`config.mk`:
```
export PLATFORM = sky130hd
export DESIGN_NAME = trb_mem_port
export DESIGN_NICKNAME = d
export VERILOG_FILES = /design/src/rtl/trb_mem_port.sv
export SDC_FILE = /design/constraint.sdc
export NUM_CORES = 1
export LEC_CHECK = 0
export ABC_AREA = 1
export CORE_MARGIN = 1
export CORE_UTILIZATION = 45
export CTS_BUF_LIST = sky130_fd_sc_hd__clkbuf_4 sky130_fd_sc_hd__clkbuf_8
export CTS_CLUSTER_DIAMETER = 80
export DETAILED_ROUTE_END_ITERATION = 16
export DONT_BUFFER_PORTS = 1
export PLACE_DENSITY_LB_ADDON = 0.1
export SYNTH_ARGS = -nofsm -noshare
export SYNTH_HDL_FRONTEND = slang
export SYNTH_SLANG_ARGS = --single-unit
```
`constraint.sdc`:
```
create_clock -name FPGA_CLK_I -period 4.6 [get_ports FPGA_CLK_I]
set_clock_uncertainty 0.1 [all_clocks]
set_input_delay 1.38 -clock FPGA_CLK_I [delete_from_list [all_inputs] [get_ports FPGA_CLK_I]]
set_output_delay 1.38 -clock FPGA_CLK_I [all_outputs]
set_load 0.005 [all_outputs]
```
`src/rtl/trb_mem_port.sv`:
```
// Trace-buffer memory responder: serves the tracer's level-held write+fetch exchange
// and a low-priority host read port. Define TRB_MEM_ERR_EN to build the sticky ERR_O detector.
module trb_mem_port #(
  parameter int TRB_WIDTH = 32,
  parameter int TRB_DEPTH = 16,
  localparam int AW = (TRB_DEPTH > 1) ? $clog2(TRB_DEPTH) : 1
) (
  input  logic                 FPGA_CLK_I,
  input  logic                 RST_,
  input  logic                 RW_I,
  input  logic [AW-1:0]        WRITE_ADDR_I,
  input  logic [AW-1:0]        READ_ADDR_I,
  input  logic [TRB_WIDTH-1:0] WDATA_I,
  output logic [TRB_WIDTH-1:0] RDATA_O,
  output logic                 ACK_O,
  input  logic                 HOST_REQ_I,
  input  logic [AW-1:0]        HOST_ADDR_I,
  output logic [TRB_WIDTH-1:0] HOST_DATA_O,
  output logic                 HOST_VALID_O,
  output logic                 ERR_O
);

  localparam logic [AW:0] DEPTH_W = (AW+1)'(TRB_DEPTH);

  typedef enum logic [2:0] {
    S_IDLE, S_WRITE, S_READ, S_ACK, S_RELEASE, S_HOST
  } state_t;

  typedef struct packed {
    logic                 we;
    logic [AW-1:0]        addr;
    logic [TRB_WIDTH-1:0] wdata;
  } mem_req_t;

  state_t               state, state_nxt;
  mem_req_t             mreq;
  logic                 addr_ok;
  logic                 mem_we;
  logic [TRB_WIDTH-1:0] mem_rdata;
  logic [TRB_WIDTH-1:0] mem [TRB_DEPTH];

  always_ff @(posedge FPGA_CLK_I or negedge RST_) begin
    if (!RST_) state <= S_IDLE;
    else       state <= state_nxt;
  end

  // One memory access per cycle; the state selects which address owns the port.
  always_comb begin
    state_nxt = state;
    ACK_O     = 1'b0;
    mreq      = '0;
    unique case (state)
      S_IDLE: begin
        if (RW_I)            state_nxt = S_WRITE;
        else if (HOST_REQ_I) state_nxt = S_HOST;
      end
      S_WRITE: begin
        mreq.we    = 1'b1;
        mreq.addr  = WRITE_ADDR_I;
        mreq.wdata = WDATA_I;
        state_nxt  = S_READ;
      end
      S_READ: begin
        mreq.addr = READ_ADDR_I;
        state_nxt = S_ACK;
      end
      S_ACK: begin
        ACK_O     = 1'b1;
        state_nxt = S_RELEASE;
      end
      S_RELEASE: begin
        if (!RW_I) state_nxt = S_IDLE;
      end
      S_HOST: begin
        mreq.addr = HOST_ADDR_I;
        state_nxt = S_IDLE;
      end
      default: state_nxt = S_IDLE;
    endcase
  end

  // Non-power-of-2 depths leave a hole in the address space: drop writes, read zeros.
  assign addr_ok   = ({1'b0, mreq.addr} < DEPTH_W);
  assign mem_we    = mreq.we & addr_ok;
  assign mem_rdata = addr_ok ? mem[mreq.addr] : '0;

  always_ff @(posedge FPGA_CLK_I) begin
    if (mem_we) mem[mreq.addr] <= mreq.wdata;
  end

  always_ff @(posedge FPGA_CLK_I or negedge RST_) begin
    if (!RST_) begin
      RDATA_O      <= '0;
      HOST_DATA_O  <= '0;
      HOST_VALID_O <= 1'b0;
    end else begin
      HOST_VALID_O <= (state == S_HOST);
      if (state == S_READ) RDATA_O     <= mem_rdata;
      if (state == S_HOST) HOST_DATA_O <= mem_rdata;
    end
  end

`ifdef TRB_MEM_ERR_EN
  logic rw_q, err_q, err_hit;

  // rw_q low while in RELEASE with RW_I high means the tracer blipped low during ACK
  // and re-raised; that new request would otherwise be silently merged into the old one.
  always_comb begin
    err_hit = 1'b0;
    if ((state == S_WRITE || state == S_READ) && !RW_I) err_hit = 1'b1;
    if ((state == S_WRITE || state == S_READ || state == S_HOST) && !addr_ok) err_hit = 1'b1;
    if (state == S_RELEASE && RW_I && !rw_q) err_hit = 1'b1;
  end

  always_ff @(posedge FPGA_CLK_I or negedge RST_) begin
    if (!RST_) begin
      rw_q  <= 1'b0;
      err_q <= 1'b0;
    end else begin
      rw_q  <= RW_I;
      err_q <= err_q | err_hit;
    end
  end

  assign ERR_O = err_q;
`else
  assign ERR_O = 1'b0;
`endif

endmodule
```
==> results.md, run 1 <==
- The run finished with clean final reports.
- The via count of the first global-routing pass came to ~17000.
- The Yosys warning count is 0.
- Counting flops with a built-in enable in the synthesized netlist gives 512.
- The vertical die dimension is 237 microns.
- The area of the die is 56100 sq um.
- The maximum number of pins on one net before global-route repair is 225.
- Yosys attributes the largest share of cell area to edfxtp_1 62%, nand2_1 19%, dfrtp_1 6.9%, nand4_1 5.7%, o21ai_1 1.3%.
- Measured against the total synthesized area, the mux share comes to 0.0404%.
- Summed over all layers, the global routing overflow is 0.
- The post-layout utilization of the core is about half.
- The min-delay analysis places its worst path in the category primary input to async pin.
- The final non-filler cell total is 3178.
- The synthesized netlist contains 26 unique library cells.
- By instance count, the leading cell after synthesis is nand2_1.
- The cell area that synthesis handed to floorplanning was ~25000 sq um.
- In this run the worst path has a maximum fanout of 21.
- The hold violation total from the final report is 0.
- The register area share after synthesis is 68.8%.
- Sorting the synthesized cells by how often they occur yields 1250 x nand2_1, 512 x edfxtp_1, 225 x nand4_1, 78 x clkbuf_1, 68 x dfrtp_1.
- The post-cts resize count is 0.
- The detailed placement HPWL is 37100 microns.
- Of the total synthesized cell area, the portion taken by XOR and XNOR cells is 0%.
- The number of buffers inserted by hold repair at cts is 0.
- The post-route netlist has 9.75% of its cells at a drive strength greater than 1.
- The aggregate global-route resource usage is 26.0%.
- The final worst hold slack is approximately 280 ps.
- The placer congestion estimate is between 0.7 and 0.8.
- The post-route clock period utilization is 77.8%.
- The first routing iteration left roughly 1700 violations.
- The CTS sink count is 580.
- In the final timing run, aggregate negative setup slack is 0 ps.
- Prior to clock tree synthesis, the placed netlist has a worst setup slack of 914 ps.
- The detailed-route wire length per cell is 22.6 microns.
- Of all cell types, the one taking the most synthesized area is edfxtp_1.
- Setup repair after global routing left no endpoint under its margin.
- The finished cells cover 27600 sq um.
- In this run, synthesis produced a sequential element count of 580.
- After synthesis, the largest family of logic cells by area is simple AND/OR/NAND/NOR gates.
- The element type at the critical path start is a register.
- Port buffering added 0 buffers.
- The mean post-synth cell area is 10.3 sq um.
- At the later pin of the worst-skew pair, clock insertion delay measures approximately 690 ps.
- The remaining antenna violation count after routing is 0.
- The layout-stage area growth over the synthesis result is 11.3%.
- The tool flagged a number of max-cap violations equal to 0.
- In the synthesized netlist the dominant register cell turns out to be edfxtp_1.
- Summing the areas of all and, or, nand and nor instances in the mapped netlist gives 25.9% of the synthesized area.
- The initial antenna violation count came to 1.
- Clock-pin slew was measured on the worst setup and hold paths at 60 ps.
- The total power draw is 17.4 mW.
- The number of cell rows is 85.
- The transition time of the tightest slew-check pin is approximately 1300 ps.
- The effective utilization at floorplan is 45.8%.
- The global-route wire length before repair is around 110000 microns.
- Buffers inserted during clock tree synthesis total 96.
- The total placed instance area is 25800 sq um.
- In this run the biggest area consumer among cell types represents 62.0% of the synthesized area.
- Dividing the detail-routed via count by the number of cells gives 5.52.
- The class of the most critical setup path is register to register.
- Counting tap cells, the placed design contains a total of approximately 3000 instances.
- The clock passes through at most 3 buffers.
- For the worst setup path, the data arrival time is around 3800 ps.
- Synthesis produced a netlist with a net count of approximately 2500.
- The clock period minus final worst setup slack is roughly 3600 ps.
- The remaining max-slew budget at the tightest pin is 13.8%.
- The final layout contains roughly 2500 nets.
- The final layout contains routed wiring with a total length of 71700 microns.
- STA classifies the critical path endpoint as a register.
- Power spread over the standard cell area amounts to roughly 630 nW/um^2.
- The final worst slack is around 1000 ps.
- The leakage power is between 10 and 15 nW.
- TritonCTS built the clock tree.
- The total area inside the core boundary comes to 54100 sq um.
- The detailed-routing iteration count for the pre-antenna-repair pass is 5.
- For this run, design rule violations remaining after detail routing come to 0.
- The post-synthesis share of cell area spent on full adders, half adders and majority gates is 0%.
- In this run the number of H-tree levels came out at 3.
- The maximum clock rate is approximately 280 MHz.
- The endpoint required time on the critical path is 4870 ps.
- The fraction of the mapped netlist area in compound gates is roughly 1.5%.
- The cell count after synthesis came out at roughly 2400.
- The tree is rooted in a clkbuf_8.
- The final count of pins violating max slew came to 0.
- The width of the die is 237 microns.
- The worst-case vdd ir drop is approximately 0.00045 V.
- Counting flops with an async set or reset pin after synthesis yields a share of between 10% and 20%.
- Setup violations remaining at the end of the flow were counted as 0.
- Post-CTS timing repair inserted 0 buffers for setup.
- The via total after detailed routing is about 18000.
- The number of primary I/O pins is 115.
==> report_power, final <==
| part | internal, mW | switching, mW | total, mW |
|---|---|---|---|
| Combinational | 1.54 | 4.56 | 6.10 |
| Clock | 2.34 | 2.03 | 4.37 |
| Sequential | 6.68 | 0.295 | 6.97 |
==> path summary, 6_finish.rpt <==
| kind | depth (start not counted) | to | slack (ps) | start |
|---|---|---|---|---|
| worst max-delay path | 8 | mem[7][12] | 1020 | state[1] |
| worst min-delay path | 0 | HOST_DATA_O[9] | 280 | RST_ |
| worst max register to register | 8 | mem[7][12] | 1020 | state[1] |
| worst min register to register | 2 | RDATA_O[25] | 400 | RDATA_O[25] |
| max in group asynchronous | 0 | HOST_DATA_O[26] | 3950 | RST_ |
| min in group FPGA_CLK_I | 2 | RDATA_O[25] | 400 | RDATA_O[25] |
==> final cells by class <==
class	count	area [sq um]
Fill cell	4893	26500
Sequential cell	580	17100
Multi-Input combinational cell	1619	6990
Clock buffer	140	1700
Tap cell	696	871
Timing Repair Buffer	58	648
Inverter	53	199
Clock inverter	31	126
Antenna cell	1	2.50
==> registers in the layout (all words and copies together), names as in the netlist <==
| register | cells |
|---|---|
| RDATA_O | 32 |
| HOST_DATA_O | 32 |
| HOST_VALID_O | 1 |
| state | 3 |
| mem | 512 |
==> placed cells by master, fill, tap and decap left out, types with 2 or more instances in the layout <==
master / instances
a21oi_1: 2
nand2_1: 1249
nand3_1: 5
nand3_4: 2
nor2_4: 19
edfxtp_1: 512
nor2_1: 38
clkbuf_4: 37
buf_12: 17
buf_4: 41
clkbuf_8: 103
clkinv_2: 8
dfrtp_1: 68
nand4_1: 225
o21ai_2: 2
clkinv_1: 23
o21ai_1: 64
inv_1: 48
inv_2: 5
nand3_2: 2
nand2_2: 2
==> logic make-up after synthesis <==
logic type             Yosys count
and+or+nand+nor               1546
other                            1
muxes                            1
AOI/OAI and AO/OA               71
DFF                            580
buffers and inverters          214
==> worst max-delay path: stages (launching register included) <==
cell and delay, ps:
dfrtp_1 450, inv_2 160, nand3_2 510, nor2_1 430
nor2_1 130, o21ai_4 140, nand3_1 400, nor2_4 600
buf_12 300
==> layer usage <==
metal	routed length [microns]	vias to the layer above	global-route usage [%]
met2	33400	634	41.2
met5	0	-	0
met3	4500	115	4.26
li1	-	8182	-
met4	1590	0	8.34
met1	32200	8613	36.7
(Power assumes the default switching activity.)
==> inputs of run 2 (changes only) <==
==> constraint.sdc (replaced) <==
create_clock -name FPGA_CLK_I -period 3 [get_ports FPGA_CLK_I]
set_clock_uncertainty 0.1 [all_clocks]
set_input_delay 0.9 -clock FPGA_CLK_I [delete_from_list [all_inputs] [get_ports FPGA_CLK_I]]
set_output_delay 0.9 -clock FPGA_CLK_I [all_outputs]
set_load 0.005 [all_outputs]
==> run 2 against run 1 <==
  * Die area is the same
  * Cell area grew 2.5%
  * Highest routed layer unchanged
  * Critical path type unchanged
  * Global-route usage grew 0.13 points
  * Routed wire length grew 0.40%
  * Final cell count grew 1.6%
  * Critical endpoint is now mem[15][16]
  * Register-to-register slack lost 900 ps
  * First-iteration DRC count grew 0.24%
  * Utilization grew 1.3 points
  * Worst setup slack lost 900 ps
==> results.md, run 2 (synthesized netlist as in run 1, its figures left out) <==
- The count of nets left with antenna violations once routing finished came out at 0.
- The worst hold endpoint is state[0].
- The number of buffers on the longest clock path is 3.
- The CTS tree is built.
- The number of vias per cell after detailed routing is roughly 5.4.
- The via count of the first global-routing pass is 17111.
- The origin of the critical flop-to-flop path is state[1].
- The final non-filler cell total is 3228.
- In this run, flip-flops and latches consume 38.9% of the power.
- In the final routed layout, each cell accounts on average for 22.3 microns.
- The total setup violations reported at the end of the flow is 0.
- The relative contribution of the clock network to total power is 25.4%.
- The final count of pins violating max slew is 0.
- The clock reaches the later pin of the worst-skew pair after roughly 680 ps.
- The vertical die dimension is 237 microns.
- The effective utilization at floorplan is around 46%.
- The depth of the worst register-to-register path is 8.
- Counting instances, the worst hold path has a depth of 1.
- The pre-antenna-repair detailed-routing pass consisted of 7 iterations.
- The maximum fanout count along the critical path is 14.
- Hold is met by ~260 ps.
- The initial antenna violation count is 1.
- The post-layout utilization of the core is 52.3%.
- The max-cap violation count is 0.
- Leaving out fill and tap cells, the most frequent cell in the layout is nand2_1.
- STA puts the critical path data required time at around 3300 ps.
- More flip-flops sit in one register than any other, and that register is mem.
- Counting the buffers created by CTS gives 97.
- The class of the most critical hold timing path is primary input to register.
- The wire-length estimate of the detail-placed layout is between 30000 and 40000 microns.
- The hold violation total from the final report is 0.
- In this run the power density over the cells is 970 nW/um^2.
- The via total after detailed routing is 17580.
- The capturing point of the worst reg2reg path is mem[15][16].
- The internal power consumption is 16.8 mW.
- The remaining max-slew budget at the tightest pin is 22.6%.
- The CTS sink count is 580.
- The filler cells instantiated in the layout total approximately 4800.
- The share of cells above drive strength 1 is 11.6%.
- After detailed routing, the total wire length is roughly 72000 microns.
- STA classifies the critical path startpoint as a register.
- The clock root buffer is clkbuf_8.
- The leakage power is 12.0 nW.
- The worst reg-to-reg setup slack is 120 ps.
- The worst hold path begins at HOST_REQ_I.
- The region available for standard cell placement spans 54100 sq um.
- The total instance count after detailed placement is 3050.
- The finished cells cover approximately 28000 sq um.
- In this run, the combinational gates consume 35.6% of the power.
- The post-detailed-route DRC marker count is 0.
- The width of the die is 237 microns.
- The flip-flop count of the largest register, all copies and words added is 512.
- The aggregate global-route resource usage is 26.1%.
- The transition time of the tightest slew-check pin is 1160 ps.
- The first global-routing pass estimated 109000 microns of wire.
- The final layout contains 2503 nets.
- The clock tree synthesis step divided the H-tree into 3 levels.
- The placer congestion estimate is 0.780.
- Gates resized during post-CTS repair numbered 0.
- The number of cell rows is 85.
- The port buffer count is 0.
- The maximum clock rate is 347 MHz.
- The clock period minus final worst setup slack is 2880 ps.
- The switching power of the nets is 10.7 mW.
- STA puts the critical path data arrival time at ~3100 ps.
- Summed over all layers, the global routing overflow is 0.
- The detailed router's first-iteration violation count is between 1500 and 2000.
- The setup fix buffers added after clock tree synthesis is 0.
- The type of element capturing the critical path is a register.
- The worst-case vdd ir drop is 0.000822 V.
- The run finished with clean final reports.
- Of the available clock period, the critical path in the final layout requires 96.1%.
- Net switching is about two fifths of the power.
- Setup repair after global routing could not meet its margin everywhere.
- The top cell types in the final layout, fill and taps aside, are 1249 x nand2_1, 512 x edfxtp_1, 225 x nand4_1.
- The area growth from synthesis to layout is 14.1%.
- The class of the most critical setup path is register to register.
- The largest registers in the layout are mem (512), HOST_DATA_O (32), RDATA_O (32).
- The clock input transition at the sequential cells of the worst setup and hold paths is approximately 60 ps.
- The number of primary I/O pins is 115.
- The die covers roughly 56000 sq um.
- The maximum number of pins on one net before global-route repair is roughly 130.
- After detailed placement, the total cell area comes to 26400 sq um.
[run 2: changes by cell type in the layout (fill, tap and decap cells not counted)]
cell           delta
buf_4            +25
buf_12           +19
bufinv_16         +2
clkbuf_8          +2
clkinv_1          -2
buf_16            +1
clkinv_2          +1
clkinvlp_4        +1
diode_2           +1
dlygate4sd3_1     +1
inv_1             -1
[run 2: worst max-delay path by stage]
| stage | from | endpoint | slack (ps) | cells after the start |
|---|---|---|---|---|
| CTS | state[1] | mem[15][18] | 170 | 8 |
| floorplan | HOST_ADDR_I[0] | mem[1][0] | -290 | 6 |
| global placement | HOST_ADDR_I[0] | HOST_DATA_O[15] | 100 | 11 |
| global route | state[1] | mem[15][18] | -30 | 8 |
| detailed placement | HOST_ADDR_I[0] | HOST_DATA_O[16] | 90 | 11 |
| finish | state[1] | mem[15][16] | 120 | 8 |
[run 2: what timing repair did]
item                                   4_1_cts  5_1_grt
setup endpoints to repair                    0       29
endpoints found under the hold margin       68        0
hold buffers                                 2        0
[run 2: layout make-up]
type | instances | area [sq um] | area share, %
inverters | 53 | 199 | 0.703
repair buffers | 104 | 1250 | 4.43
multi-input cells | 1619 | 6990 | 24.7
well taps | 696 | 871 | 3.08
clock inverters | 32 | 188 | 0.663
flip-flops and latches | 580 | 17100 | 60.3
clock buffers | 142 | 1720 | 6.09
diodes | 2 | 5.00 | 0.0177
[run 2: stage by stage]
stage / TNS (ps) / worst slack [ps] / power (mW)
floorplan: -144040 / -292 / 17.0
global route: -598 / -32.3 / 29.1
finish: 0 / 118 / 27.5
CTS: 0 / 171 / 27.6
detailed placement: 0 / 94.9 / 20.6
global placement: 0 / 99.6 / 20.5
[run 2: per-layer routing]
metal	global-route usage, %	vias up	wire [microns]
li1	-	8286	-
met1	36.9	8489	31700
met2	41.1	678	33500
met3	4.57	127	5050
met4	8.40	0	1700
met5	0	-	0
[run 2: power by group through the flow]
| stage | Combinational (mW) | Clock (mW) | Sequential [mW] |
|---|---|---|---|
| global route | 10.9 | 7.47 | 10.8 |
| CTS | 9.82 | 7.10 | 10.7 |
| detailed placement | 9.74 | 0 | 10.9 |
| finish | 9.79 | 6.98 | 10.7 |
| global placement | 9.67 | 0 | 10.8 |
| floorplan | 6.27 | 0 | 10.7 |
[run 2: critical path, cell delays in order (launching register included)]
cell     delay (ps)
dfrtp_1         450
inv_2           160
nand3_2         300
nor2_1          330
nor2_1          110
o21ai_4         160
nand3_1         390
nor2_4          230
buf_4           310
==> inputs of run 3 (changes only) <==
--- a/config.mk
+++ b/config.mk
@@ -6,6 +6,8 @@
 export NUM_CORES = 1
 export LEC_CHECK = 0
 export ABC_AREA = 1
+export CELL_PAD_IN_SITES_DETAIL_PLACEMENT = 0
+export CELL_PAD_IN_SITES_GLOBAL_PLACEMENT = 1
 export CORE_MARGIN = 1
 export CORE_UTILIZATION = 45
 export CTS_BUF_LIST = sky130_fd_sc_hd__clkbuf_4 sky130_fd_sc_hd__clkbuf_8
==> run 3 against run 2 <==
  * Routed wire length up 4.8%
  * Worst hold slack better by 3.8 ps
  * Sequential share of layout area down 0.52 points
  * Final cell count up 0.34%
  * Non-clock buffer count up 2
  * Utilization up 0.46 points
  * Sequential cell count unchanged
  * Sequential power about the same
  * Die area unchanged
  * Global-route usage up 1.1 points
  * Register-to-register slack better by 140 ps
  * Critical path type unchanged
  * Largest cell class unchanged
==> results.md, run 3 (synthesized netlist as in run 1, its figures left out) <==
- The flow ran to the end, and the final reports show no timing, DRC or antenna violations.
- The via total after detailed routing is 17783.
- In this design, the critical path's most frequently occurring cell is nor2_1.
- After routing, the total negative slack on setup checks comes to 0 ps.
- The multi-input combinational cells in the finished layout cover a total of between 6000 and 7000 sq um.
- The final layout contains 2508 nets.
- The port buffer count is 0.
- The detailed placement HPWL is slightly above 40000 microns.
- The layout filler cell count is 4840.
- The count of nets left with antenna violations once routing finished came out at 0.
- At the pin with the least slew margin, the transition time is 1260 ps.
- In the post-route analysis, the smallest setup slack over all paths is 255 ps.
- Clock-pin slew was measured on the worst setup and hold paths at 60 ps.
- The most frequent standard cell in the layout excluding fill and tap cells is nand2_1.
- More flip-flops sit in one register than any other, and that register is mem.
- In the final layout, the registers with the most flip-flops are mem (512), HOST_DATA_O (32), RDATA_O (32).
- Dividing total power by cell area gives a power density of 988 nW/um^2.
- The detailed-route wire length per cell is about 23 microns.
- The kind of cell with the highest combined delay along the critical path is simple AND/OR/NAND/NOR gates.
- The clock drives between 500 and 600 sinks.
- The total wire length after detailed routing is 75400 microns.
- The area growth from synthesis to layout is 15.1%.
- The hold violation total from the final report is 0.
- The placer congestion estimate is roughly 0.80.
- The slowest stage of the critical path belongs to the cell dfrtp_1.
- The setup path with the least slack is of type register to register.
- At the placement stage, the worst setup path has a slack of 228 ps.
- The leakage power is 12.1 nW.
- The data arrival at the endpoint of the critical path is 2990 ps.
- The signal on the critical path passes through inv_2 > nand3_2 > nor2_1 > nor2_1 > o21ai_4 > nand3_1 > nor2_4 > buf_4.
- The worst-case vdd ir drop is 0.000519 V.
- In this run the worst path has a maximum fanout of 18.
- The final critical path takes up 91.5% of the cycle.
- In the final layout, the share of cells above drive strength 1 is 12.3%.
- The worst pin sits at a relative slew slack of 15.6%.
- The effective utilization at floorplan is a little under half.
- The initial antenna violation count was 1.
- The number of CTS-inserted buffers is 100.
- Across the run, the number of max-cap violations was 0.
- The area of the core region is 54100 sq um.
- The CTS tree is built.
- Across every metal layer, demand over resource in global routing totals 27.2%.
- The initialized floorplan defines 85 standard-cell rows.
- The maximum clock rate is about 360 MHz.
- The clock latency on the worst-skew pair is 680 ps.
- The number of buffers and inverters on the critical path is 2.
- The area of the die is between 50000 and 60000 sq um.
- The via count of the first global-routing pass was 17222.
- Setup repair after global routing left no endpoint under its margin.
- The global-route wire length before repair is 112000 microns.
- The worst hold path belongs to the class primary input to register.
- Entering global routing, the biggest net connects 76 pins.
- The root buffer cell chosen for the clock tree is clkbuf_8.
- The worst setup path is launched from a register.
- The number of vias per cell after detailed routing is 5.49.
- The post-detailed-route DRC marker count is 0.
- The final count of pins violating max slew is 0.
- In the layout the commonest cells are 1249 x nand2_1, 512 x edfxtp_1, 225 x nand4_1.
- The setup fix buffers added after clock tree synthesis is 0.
- The clock passes through at most 3 buffers.
- The detailed router finished its first iteration with 1601 violations.
- The total setup violations reported at the end of the flow is 0.
- Measured along the y axis, the die boundary spans about 240 microns.
- From left edge to right edge, the die measures 237 microns.
- For this run, the detailed router's first-pass iteration total came to 5.
- The final instance area is 28500 sq um.
- The area taken by flip-flops and latches is 17100 sq um.
- The endpoint required time on the critical path is about 3200 ps.
- The H-tree was split into 3 levels.
- The worst path in the final design needs a cycle of 2750 ps, including I/O delays and setup.
- Summed over all layers, the global routing overflow is 0.
- The type of element capturing the critical path is a register.
- Summing all placed instances gives a cell area of 26400 sq um.
- The maximum cell stage delay along the critical path is around 460 ps.
- The register with the most flip-flops in the layout has 512 of them.
- The number of primary I/O pins is 115.
run 3: changes by cell type in the layout (fill, tap and decap cells not counted), moves of 2 or more:
cell	delta
clkbuf_8	+10
buf_12	+7
clkbuf_4	+9
buf_4	-5
clkinv_1	-7
clkinv_2	-2
run 3: what timing repair did:
item / 4_1_cts / 5_1_grt
hold buffers: 2 / 0
endpoints found under the hold margin: 68 / 0
resized for setup: 0 / 0
run 3: metrics by stage:
stage	hold WS, ps	util [%]	std cells	total power, mW
floorplan	372	-	2413	17.0
global placement	395	48.9	3051	20.9
detailed placement	392	48.9	3051	21.0
CTS	202	52.7	3237	28.4
global route	217	52.7	3239	29.8
finish	259	52.7	3239	28.2
run 3: layout make-up:
class,count,area share [%]
clock buffer,161,6.75
antenna,1,0.00877
sequential,580,59.8
tap,696,3.05
clock inverter,23,0.451
inverter,53,0.697
multi-input combinational,1619,24.5
timing repair buffer,106,4.75
run 3: final timing paths:
kind / slack (ps) / start / endpoint / cells past startpoint
max reg2reg: 250 / state[1] / mem[3][17] / 8
min: 260 / HOST_REQ_I / state[2] / 2
min in group asynchronous: 660 / RST_ / HOST_DATA_O[7] / 2
max: 250 / state[1] / mem[3][17] / 8
min reg2reg: 400 / HOST_DATA_O[27] / HOST_DATA_O[27] / 2
max in group asynchronous: 1770 / RST_ / HOST_DATA_O[25] / 2
run 3: worst register-to-register path: stages, from the launching register on:
cell     delay [ps]
dfrtp_1         460
inv_2           160
nand3_2         210
nor2_1          280
nor2_1          120
o21ai_4         140
nand3_1         380
nor2_4          220
buf_4           330
run 3: layer usage:
| layer | vias up | global-route usage (%) | share of wire (%) |
|---|---|---|---|
| met1 | 8745 | 38.2 | 44 |
| met3 | 127 | 5.43 | 6.9 |
| met5 | - | 0 | 0 |
| met2 | 617 | 43.1 | 46 |
| met4 | 0 | 7.52 | 2.3 |
| li1 | 8294 | - | - |
run 3: where the power goes:
group | total (mW) | internal [mW] | switching [mW] | leakage, nW
clock | 7.31 | 4.13 | 3.18 | 1.10
combinational | 10.2 | 2.87 | 7.33 | 5.41
sequential | 10.7 | 10.2 | 0.448 | 5.58
